[src/rtl/sipo_bit_counter.sv]
// Modulo-MODULUS bit counter for the SIPO receiver; pulses o_wrap for one cycle
// after the edge on which the count rolls over from MODULUS-1 to 0.
module sipo_bit_counter #(
  parameter int unsigned MODULUS = 4,
  parameter int unsigned CNT_W   = (MODULUS > 1) ? $clog2(MODULUS) : 1
) (
  input  logic             i_clk,
  input  logic             i_rst_n,
  output logic [CNT_W-1:0] o_count,
  output logic             o_wrap
);

  localparam logic [CNT_W-1:0] LAST = CNT_W'(MODULUS - 1);

  logic [CNT_W-1:0] r_count;
  logic             r_wrap;
  logic             w_at_last;

  assign w_at_last = (r_count == LAST);

  always_ff @(posedge i_clk or negedge i_rst_n) begin
    if (!i_rst_n) begin
      r_count <= '0;
      r_wrap  <= 1'b0;
    end else begin
      r_count <= w_at_last ? '0 : r_count + CNT_W'(1);
      r_wrap  <= w_at_last;
    end
  end

  assign o_count = r_count;
  assign o_wrap  = r_wrap;

endmodule

[src/rtl/sipo.sv]
// Serial-in, parallel-out shift register with a word-boundary pulse; one bit is
// shifted in on every rising clock edge while reset is released.
module sipo #(
  parameter int unsigned      WIDTH       = 4,
  parameter bit               SHIFT_LEFT  = 1'b1,
  parameter logic [WIDTH-1:0] RESET_VALUE = '0,
  parameter int unsigned      CNT_W       = $clog2(WIDTH)
) (
  input  logic             i_clk,
  input  logic             i_rst_n,
  input  logic             i_serial_in,
  output logic [WIDTH-1:0] o_data_out,
  output logic             o_word_valid,
  output logic [CNT_W-1:0] o_bit_count
);

  logic [WIDTH-1:0] r_data;
  logic [WIDTH-1:0] w_data_next;

  generate
    if (SHIFT_LEFT) begin : g_shl
      // First-received bit migrates toward the MSB.
      assign w_data_next = {r_data[WIDTH-2:0], i_serial_in};
    end else begin : g_shr
      assign w_data_next = {i_serial_in, r_data[WIDTH-1:1]};
    end
  endgenerate

  always_ff @(posedge i_clk or negedge i_rst_n) begin
    if (!i_rst_n) begin
      r_data <= RESET_VALUE;
    end else begin
      r_data <= w_data_next;
    end
  end

  sipo_bit_counter #(
    .MODULUS (WIDTH),
    .CNT_W   (CNT_W)
  ) u_bit_counter (
    .i_clk   (i_clk),
    .i_rst_n (i_rst_n),
    .o_count (o_bit_count),
    .o_wrap  (o_word_valid)
  );

  assign o_data_out = r_data;

endmodule

[config.mk]
export PLATFORM = sky130hd
export DESIGN_NAME = sipo
export DESIGN_NICKNAME = d
export VERILOG_FILES = /design/src/rtl/sipo_bit_counter.sv /design/src/rtl/sipo.sv
export SDC_FILE = /design/constraint.sdc
export NUM_CORES = 1
export LEC_CHECK = 0
export ABC_AREA = 1
export CAP_MARGIN = 10
export CORE_AREA = 10 10 47 49
export DETAILED_ROUTE_END_ITERATION = 10
export DIE_AREA = 0 0 57 59
export HOLD_SLACK_MARGIN = 0.12
export SETUP_SLACK_MARGIN = 0.5
export SYNTH_ARGS = -nofsm -noshare
export SYNTH_HDL_FRONTEND = slang
export SYNTH_SLANG_ARGS = --single-unit
[constraint.sdc]
create_clock -name i_clk -period 1.3 [get_ports i_clk]
set_input_delay 0.13 -clock i_clk [delete_from_list [all_inputs] [get_ports i_clk]]
set_output_delay 0.13 -clock i_clk [all_outputs]
set_load 0.02 [all_outputs]
Word-level counts from Yosys, hierarchy flattened --
Index checks and enable logic that the tools add are counted.
Storage, ports and cells: register bits after elaboration 7, output and inout bits 7, logic and storage cells 6
Operators by class: add/subtract/negate cells 1, eq/ne operators 1, muxes and demuxes 1
Operators by type and width (number):
- $add A2 B1 Y2 const B | 1
- $eq A2 B2 Y1 const B | 1
- $mux W2 | 1

Logic depth before layout (Yosys ltp) --
Gate-level depths: netlist of the first run.
depth after elaboration 2, depth in mapped cells 2, gate-level depth less buffers 2

Cells and area by module --
A second synthesis of the first run with hierarchy kept.
Unflattened totals: cells, all modules 9, area total of the unflattened synthesis 191.4 µm²
Modules (own cells, without submodules):
- sipo | times used 1, cells an instance 4, area an instance 100.1 µm², sequential area each 100.1 µm²
- sipo_bit_counter | times used 1, cells an instance 5, area an instance 91.3 µm², sequential area each 75.1 µm²

Worst setup path after synthesis of the first run --
OpenSTA, ideal clock, no wires.
path type register -> register, start register u_bit_counter.r_count[0] (netlist: u_bit_counter.o_count[0]), end register u_bit_counter.r_count[1] (netlist: u_bit_counter.o_count[1]), arrival 0.749 ns, setup slack 0.425 ns, cell stages (with the launch flop) 2, buffers on the path 0, clock period less this slack 0.875 ns, cell sequence dfrtp_1 > ha_1
Between the ends: word-level cells in the longest chain between the ends 2
RTL lines:
- start: declaration | line sipo_bit_counter.sv:15 | logic [CNT_W-1:0] r_count;
- start signal: assignment | line sipo_bit_counter.sv:26 | r_count <= w_at_last ? '0 : r_count + CNT_W'(1);
- $add A2 B1 Y2 or $eq A2 B2 Y1 (tied branches) | line sipo_bit_counter.sv:26, sipo_bit_counter.sv:19
- $mux W2 (*) | line sipo_bit_counter.sv:26
Every way passes the cells marked *; elsewhere a longest branch is shown, timed or not.

Worst setup path after layout of the first run --
start register u_bit_counter.r_count[1] (netlist: u_bit_counter.o_count[1]), end output o_bit_count[1]
RTL lines:
- end: declaration | line sipo.sv:14 | output logic [CNT_W-1:0] o_bit_count
No word-level cell between the ends.

==> flow_summary.json, run 1 <==
{
  "cts_hold_buf": 0,
  "fin_nets": 31,
  "synthTopCellsByArea": "dfrtp_1 92%, ha_1 6.5%, nor2_1 2.0%",
  "cts_buffers": 3,
  "critPathSlowestCell": "dfrtp_2",
  "async_reset_ff_share_pct": 100.0,
  "die_y_um": 59,
  "die_area_um2": 3363,
  "post-route-min-period_ns": 0.9149,
  "crit_path_max_incr_delay_ns": 0.41,
  "netlist_area_um2": 191.4,
  "switching_share_pct": 20.42,
  "status": "complete, no violations",
  "clock-sinks": 7,
  "placed_cells_incl_taps": 34,
  "post-place-ws_ns": 0.2048,
  "ctsLongestPathBuffers": 2,
  "synth_top_cell_by_area": "dfrtp_1",
  "power.switching_mw": 0.09287,
  "wl_per_cell_um": 12.29,
  "p_clk_share_pct": 41.5,
  "cellPowerDensity_nw_per_um2": 1184,
  "globalRouteOverflowTotal": 0,
  "viasPerCell": 3.429,
  "syn_inst": 9,
  "worstPathCellList": "buf_6",
  "cts_htree_levels": 1,
  "antenna_found_initial": 0,
  "grt_usage_pct": 3.175,
  "finalWeightedCongestion": 0.7368,
  "crit_family": "flip-flops",
  "ys_top_cells_by_count": "7 x dfrtp_1, 1 x ha_1, 1 x nor2_1",
  "post-route-period-util_pct": 70.38,
  "syn_avg_cell_area_um2": 21.27,
  "utilization_pct": 27.41,
  "cp_max_fo": 2,
  "r2r_slack_ns": 0.42,
  "synth_top_area_share_pct": 91.50,
  "grt_pass1_wl_um": 717,
  "drtAntennaViolNets": 0,
  "cellLeakagePower_nw": 0.1767,
  "hold_viol": 0,
  "clock-skew-final_ns": 0.001136,
  "rows": 14,
  "die_w_um": 57,
  "final_layout_size_suffix_gt1_share_pct": 69.23,
  "fmax_ghz": 1.093,
  "drv_slew": 0,
  "cp.buffers_inverters": 1,
  "ys_ff_latch": 7,
  "dr_total_vias": 144,
  "nFillCells": 149,
  "arrival_ns": 0.78,
  "fin_ws_ns": 0.3851,
  "port_buffers": 9,
  "hold_path_class": "input pin to asynchronous set/reset pin",
  "crit_path_end_kind": "output port",
  "grt_pass1_vias": 158,
  "antenna_cells": 0,
  "wirelength_um": 516,
  "area_delta_synth_final_pct": 100.7,
  "final_area_um2": 384.1,
  "maxSlewHeadroom_pct": 79.40,
  "setup_tns_ns": 0,
  "io_pins": 10,
  "drt_iter0_drc": 0,
  "tightest_slew_ns": 0.3081,
  "synth_edf_count": 0,
  "rsz0062_at_grt": "true",
  "peakVddDrop_v": 0.0003593,
  "cts_tree": "built",
  "worstRegToRegCells": 2,
  "critPathLaunchType": "flop",
  "clk_pin_slew_ns": 0.05,
  "setup_viol": 0,
  "seq_power_share_pct": 50.4,
  "ctsRootBufferMaster": "clkbuf_4",
  "yosysUniqueCellTypes": 3,
  "insertion_delay_ns": 0.24,
  "reg2reg_to": "u_bit_counter.o_count[1]",
  "p_int_mw": 0.3619,
  "coreArea_um2": 1401,
  "dpl_cell_area_um2": 306.5,
  "multi_input_area_um2": 31.28,
  "drc": 0,
  "start_util_pct": 13.66,
  "yosysWarnings": 0,
  "grt_max_degree": 8,
  "firstDrtPassIters": 1,
  "yosysMostFrequentCell": "dfrtp_1",
  "worstPathRequired_ns": 1.17,
  "regArea_um2": 177.7,
  "cap_violations": 0,
  "synth_nets": 13,
  "synthFlopType": "dfrtp_1",
  "pwr-share-comb_pct": 8.1,
  "crit_type": "flop to output port",
  "r2r_start": "u_bit_counter.o_count[1]",
  "synth.yosys.seq_area_share_pct": 91.50,
  "final_cell_count_no_fill": 42
}
## registers in the layout (all words and copies together) (netlist names)
| register | flops |
|---|---|
| o_data_out | 4 |
| u_bit_counter.o_count | 2 |
| u_bit_counter.o_wrap | 1 |
## layout make-up
cell class / count / area share (%)
multi-input combinational: 2 / 8.143
clock buffer: 4 / 6.840
sequential: 7 / 46.25
tap: 16 / 5.212
timing repair buffer: 13 / 33.55
## worst max path at each step
stage	from	to	slack, ns	depth (start not counted)
after global placement	u_bit_counter.o_count[0]	o_bit_count[0]	0.22	1
after CTS	u_bit_counter.o_count[1]	o_bit_count[1]	0.37	1
after floorplan	u_bit_counter.o_count[1]	u_bit_counter.o_count[1]	0.47	1
final	u_bit_counter.o_count[1]	o_bit_count[1]	0.39	1
after detailed placement	u_bit_counter.o_count[1]	o_bit_count[1]	0.20	1
after global routing	u_bit_counter.o_count[1]	o_bit_count[1]	0.35	1
## layout by cell type, fill, tap and decap left out
master and instances:
ha_4 1, dfrtp_2 2, nor2_2 1, clkbuf_1 1
dfrtp_1 5, buf_4 4, buf_6 7, clkdlybuf4s50_1 2
clkbuf_4 3
## per-layer routing
metal / vias up / wire length (um) / GRT usage, %
met1: 66 / 215 / 2.781
met3: 2 / 99 / 4.292
li1: 62 / - / -
met4: 0 / 6 / 4.027
met2: 14 / 195 / 2.791
met5: - / 0 / 0
## power by group through the flow
| stage | Sequential [mW] | Clock (mW) | Combinational [mW] |
|---|---|---|---|
| 4_1_cts | 0.229 | 0.204 | 0.0350 |
| 3_5_place_dp | 0.232 | 0 | 0.0313 |
| 3_3_place_gp | 0.231 | 0 | 0.0312 |
| 5_1_grt | 0.229 | 0.216 | 0.0390 |
| 2_1_floorplan | 0.239 | 0 | 0.00000000974 |
| 6_report | 0.229 | 0.189 | 0.0368 |
## stage by stage
step / hold WS, ns / power, mW
after detailed placement: 0.3712 / 0.2632
after floorplan: -0.1656 / 0.2390
after CTS: 0.1350 / 0.4680
final: 0.1416 / 0.4548
after global placement: 0.3620 / 0.2617
after global routing: 0.1567 / 0.4841
## what timing repair did
action,4_1_cts,5_1_grt
endpoints found under the setup margin,7,10
pin swaps,0,1
buffers inserted,3,1
gates resized for setup,42,2
endpoints found under the hold margin,0,0
## logic make-up (layout without fill, tap and decap cells)
family	Yosys count	in the layout	synth area share, %
flip-flops	7	7	91.50
buffers and inverters	0	17	0
adder cells (fa/ha/maj)	1	1	6.535
AND/OR/NAND/NOR	1	1	1.959
(Power assumes the default switching activity.)
==> run 2, diff against run 1 <==
clock period = 0.8 ns   (was 1.3 ns; I/O delays follow)
==> run 2 against run 1 <==
  * The run now ends with negative hold slack, negative setup slack left
  * Register-to-register slack lost 0.48 ns
  * Die area is the same
  * Final area grew 6.2%
  * Critical path depth is the same
  * Setup slack lost 0.47 ns
  * Global-route usage grew 0.47 points
  * First-iteration DRC count grew 1
  * Hold slack lost 0.32 ns
  * Combinational power grew 61%
  * Final cell count grew 2.4%
  * Clock skew grew 0.0013 ns
  * Core utilization grew 1.7 points
==> flow_summary.json, run 2 (synthesis results as in run 1) <==
{
  "status": "finished with violations",
  "failed_checks": "negative hold slack, negative setup slack",
  "critPathLaunchType": "flop",
  "timing.hold.ws_ns": -0.1786,
  "cp_max_fo": 2,
  "cap_violations": 0,
  "wl_per_cell_um": 11.98,
  "drt_iter0_drc": 1,
  "r2r_start": "u_bit_counter.o_count[1]",
  "antenna_found_initial": 0,
  "die_y_um": 59,
  "hold_viol": 7,
  "drc": 0,
  "nFillCells": 153,
  "rsz0062_at_grt": "true",
  "worstPathRequired_ns": 0.72,
  "setup_viol": 10,
  "area_delta_synth_final_pct": 113.1,
  "arrival_ns": 0.80,
  "die_area_um2": 3363,
  "firstDrtPassIters": 2,
  "cts_buffers": 3,
  "port_buffers": 9,
  "finalWeightedCongestion": 0.7460,
  "post-route-period-util_pct": 110.0,
  "dpl_cell_area_um2": 317.8,
  "ctsRootBufferMaster": "clkbuf_4",
  "fin_nets": 32,
  "fin_ws_ns": -0.08036,
  "start_util_pct": 13.66,
  "die_w_um": 57,
  "cp.buffers_inverters": 1,
  "drtAntennaViolNets": 0,
  "worstRegToRegCells": 2,
  "drv_slew": 0,
  "cellPowerDensity_nw_per_um2": 1831,
  "viasPerCell": 3.233,
  "post-route-min-period_ns": 0.8804,
  "final_area_um2": 407.9,
  "final_layout_size_suffix_gt1_share_pct": 81.48,
  "grt_pass1_wl_um": 876,
  "cellLeakagePower_nw": 0.1855,
  "cts_tree": "built",
  "crit_family": "flip-flops",
  "io_pins": 10,
  "hold_path_class": "input pin to asynchronous set/reset pin",
  "clock-skew-final_ns": 0.002476,
  "tightest_slew_ns": 0.3080,
  "finalPower_mw": 0.7468,
  "cts_htree_levels": 1,
  "largest_register_ffs": 4,
  "layout_commonest_cell": "buf_6",
  "rows": 14,
  "clk_pin_slew_ns": 0.05,
  "coreArea_um2": 1401,
  "crit_type": "flop to output port",
  "crit_path_max_incr_delay_ns": 0.42,
  "maxSlewHeadroom_pct": 79.47,
  "dr_total_vias": 139,
  "crit_path_end_kind": "output port",
  "setup_tns_ns": -0.5052,
  "antenna_cells": 0,
  "grt_usage_pct": 3.649,
  "grt_pass1_vias": 192,
  "final_cell_count_no_fill": 43,
  "ctsLongestPathBuffers": 2,
  "fmax_ghz": 1.136,
  "placed_cells_incl_taps": 35,
  "final_cell_mix": "11 x buf_6, 5 x dfrtp_2, 3 x clkbuf_4",
  "insertion_delay_ns": 0.24,
  "r2r_slack_ns": -0.06,
  "critPathSlowestCell": "dfrtp_2",
  "wirelength_um": 515,
  "worstPathCellList": "buf_6",
  "clock-sinks": 7,
  "peakVddDrop_v": 0.0005913,
  "reg2reg_to": "u_bit_counter.o_count[1]",
  "globalRouteOverflowTotal": 0,
  "grt_max_degree": 8
}
==> run 2: repair_timing <==
item / 4_1_cts / 5_1_grt
setup buffers: 3 / 1
endpoints found under the hold margin: 8 / 8
setup endpoints to repair: 21 / 13
pin swaps: 1 / 0
gates resized for setup: 49 / 1
==> run 2: how the worst max path moves through the flow <==
stage / from / end / slack, ns / cells after the start
after detailed placement: u_bit_counter.o_count[1] / o_bit_count[1] / -0.24 / 1
after CTS: u_bit_counter.o_count[0] / o_bit_count[0] / -0.09 / 1
after floorplan: u_bit_counter.o_count[1] / u_bit_counter.o_count[1] / -0.03 / 1
after global placement: o_data_out[0] / o_data_out[0] / -0.22 / 1
after global routing: u_bit_counter.o_count[0] / o_bit_count[0] / -0.12 / 1
final: u_bit_counter.o_count[0] / o_bit_count[0] / -0.08 / 1
==> run 2: cell type report <==
type,count,area (um2),share of cell area (%)
well taps,16,20.02,4.908
multi-input cells,2,31.28,7.669
repair buffers,14,148.9,36.50
clock buffers,4,26.28,6.442
flip-flops and latches,7,181.4,44.48
==> run 2: layer usage <==
metal / part of all wire (%) / track usage [%] / routed length [um] / vias up
li1: - / - / - / 64
met2: 46 / 4.806 / 237 / 10
met3: 18 / 4.077 / 92 / 0
met4: 0 / 3.020 / 0 / 0
met1: 36 / 3.012 / 185 / 65
met5: 0 / 0 / 0 / -
==> run 2: through the flow <==
step | worst slack [ns] | utilization [%] | hold WS, ns
after floorplan | -0.02897 | - | -0.2156
after global placement | -0.2219 | 22.68 | 0.3394
after detailed placement | -0.2417 | 22.68 | 0.3610
after CTS | -0.09094 | 28.30 | -0.1741
after global routing | -0.1178 | 29.11 | -0.1559
final | -0.08036 | 29.11 | -0.1786
==> run 2: worst reg2reg max path: stages (launching register included) <==
cell     delay [ns]
dfrtp_2        0.41
buf_6          0.12
ha_4           0.22
==> run 2: report_power, final <==
part	total [mW]	switching (mW)	internal (mW)
Clock	0.314	0.124	0.190
Sequential	0.374	0.00753	0.366
Combinational	0.0593	0.0263	0.0330
==> run 3, diff against run 2 <==
PLACE_DENSITY = 0.39   (was default)
==> run 3 against run 2 <==
  * Sequential share of layout area decreased by 0.80 points
  * Global-route usage down 0.26 points
  * The flow still finishes with violations (negative hold slack, negative setup slack)
  * Clock power is 1% lower
  * Critical path depth unchanged
  * Hold slack got worse by 0.0069 ns
  * Largest power group unchanged
  * Via count increased by 2.2%
  * Setup slack worse by 0.00098 ns
  * Core utilization increased by 0.54 points
  * Highest routed layer unchanged
==> flow_summary.json, run 3 (synthesis results as in run 1) <==
{
  "firstDrtPassIters": 2,
  "cts_tree": "built",
  "multi_input_area_um2": 31.28,
  "nFillCells": 147,
  "cap_violations": 0,
  "post-route-period-util_pct": 110.2,
  "arrival_ns": 0.80,
  "setup_viol": 10,
  "crit_path_end_kind": "output port",
  "final_layout_size_suffix_gt1_share_pct": 82.14,
  "antenna_found_initial": 0,
  "cellLeakagePower_nw": 0.1912,
  "io_pins": 10,
  "fmax_ghz": 1.135,
  "drtAntennaViolNets": 0,
  "final_area_um2": 415.4,
  "setup_tns_ns": -0.5506,
  "finalWeightedCongestion": 0.5706,
  "insertion_delay_ns": 0.24,
  "final_cell_mix": "11 x buf_6, 5 x dfrtp_2, 3 x clkbuf_4",
  "drc": 0,
  "status": "finished with violations",
  "ctsLongestPathBuffers": 2,
  "cts_htree_levels": 1,
  "coreArea_um2": 1401,
  "regArea_um2": 181.4,
  "cellPowerDensity_nw_per_um2": 1802,
  "dpl_cell_area_um2": 317.8,
  "timing.hold.ws_ns": -0.1855,
  "r2r_slack_ns": -0.08,
  "peakVddDrop_v": 0.001290,
  "drv_slew": 0,
  "grt_pass1_wl_um": 752,
  "hold_path_class": "input pin to asynchronous set/reset pin",
  "largest_register_ffs": 4,
  "die_y_um": 59,
  "wl_per_cell_um": 10.80,
  "antenna_cells": 0,
  "globalRouteOverflowTotal": 0,
  "area_delta_synth_final_pct": 117.0,
  "start_util_pct": 13.66,
  "fin_nets": 33,
  "cp.buffers_inverters": 1,
  "die_area_um2": 3363,
  "crit_family": "flip-flops",
  "rsz0062_at_grt": "true",
  "worstRegToRegCells": 2,
  "cp_max_fo": 3,
  "crit_type": "flop to output port",
  "critPathLaunchType": "flop",
  "ctsRootBufferMaster": "clkbuf_4",
  "drt_iter0_drc": 1,
  "worstPathRequired_ns": 0.72,
  "utilization_pct": 29.64,
  "grt_max_degree": 8,
  "wirelength_um": 475,
  "hold_viol": 7,
  "failed_checks": "negative hold slack, negative setup slack",
  "placed_cells_incl_taps": 35,
  "viasPerCell": 3.227,
  "port_buffers": 9,
  "tightest_slew_ns": 0.2914,
  "clock-sinks": 7,
  "finalPower_mw": 0.7486,
  "grt_usage_pct": 3.388,
  "maxSlewHeadroom_pct": 80.58,
  "dr_total_vias": 142,
  "rows": 14,
  "fin_ws_ns": -0.08134,
  "layout_commonest_cell": "buf_6",
  "cts_buffers": 3,
  "grt_pass1_vias": 152,
  "worstPathCellList": "buf_6",
  "reg2reg_to": "u_bit_counter.o_count[1]",
  "r2r_start": "u_bit_counter.o_count[0]",
  "clk_pin_slew_ns": 0.05,
  "post-route-min-period_ns": 0.8813,
  "crit_path_max_incr_delay_ns": 0.42,
  "clock-skew-final_ns": 0.003505,
  "final_cell_count_no_fill": 44,
  "critPathSlowestCell": "dfrtp_2",
  "die_w_um": 57
}
## run 3: area by class of cell
type	instances	share of cell area, %
well taps	16	4.819
clock buffers	4	6.325
repair buffers	15	37.65
flip-flops and latches	7	43.67
multi-input cells	2	7.530
## run 3: how the worst max path moves through the flow
stage | start | to | slack (ns) | cells after the start
6_report | u_bit_counter.o_count[0] | o_bit_count[0] | -0.08 | 1
5_1_grt | u_bit_counter.o_count[0] | o_bit_count[0] | -0.12 | 1
4_1_cts | u_bit_counter.o_count[0] | o_bit_count[0] | -0.09 | 1
3_5_place_dp | u_bit_counter.o_count[0] | o_bit_count[0] | -0.24 | 1
3_3_place_gp | u_bit_counter.o_count[0] | o_bit_count[0] | -0.24 | 1
2_1_floorplan | u_bit_counter.o_count[1] | u_bit_counter.o_count[1] | -0.03 | 1
## run 3: per-stage QoR
stage,setup WS [ns],hold slack (ns)
after floorplan,-0.02897,-0.2156
after global placement,-0.2420,0.3514
after detailed placement,-0.2432,0.3524
after CTS,-0.08973,-0.1852
after global routing,-0.1167,-0.1729
final,-0.08134,-0.1855
## run 3: repair_timing
item	CTS	global route
resized for setup	48	2
setup endpoints to repair	21	13
hold endpoints to repair	8	8
gates cloned	0	0
buffers inserted	3	2
## run 3: worst register-to-register path, delay by kind of cell (launching register included)
kind | cells | cell delay, ns
DFF | 1 | 0.42
buffers and inverters | 1 | 0.15
adders and majority gates | 1 | 0.20
## run 3: power by group
group	internal, mW	total [mW]	switching (mW)	leakage, nW
Sequential	0.366	0.374	0.00745	0.0795
Combinational	0.0376	0.0647	0.0272	0.0967
Clock	0.190	0.310	0.120	0.0150
Total	0.594	0.749	0.155	0.191
## run 3: routing by layer
layer / wire length (um) / global-route usage [%] / part of all wire (%)
met2: 192 / 3.256 / 40
met3: 62 / 4.506 / 13
met1: 220 / 3.614 / 46
met4: 0 / 2.013 / 0
met5: 0 / 0 / 0
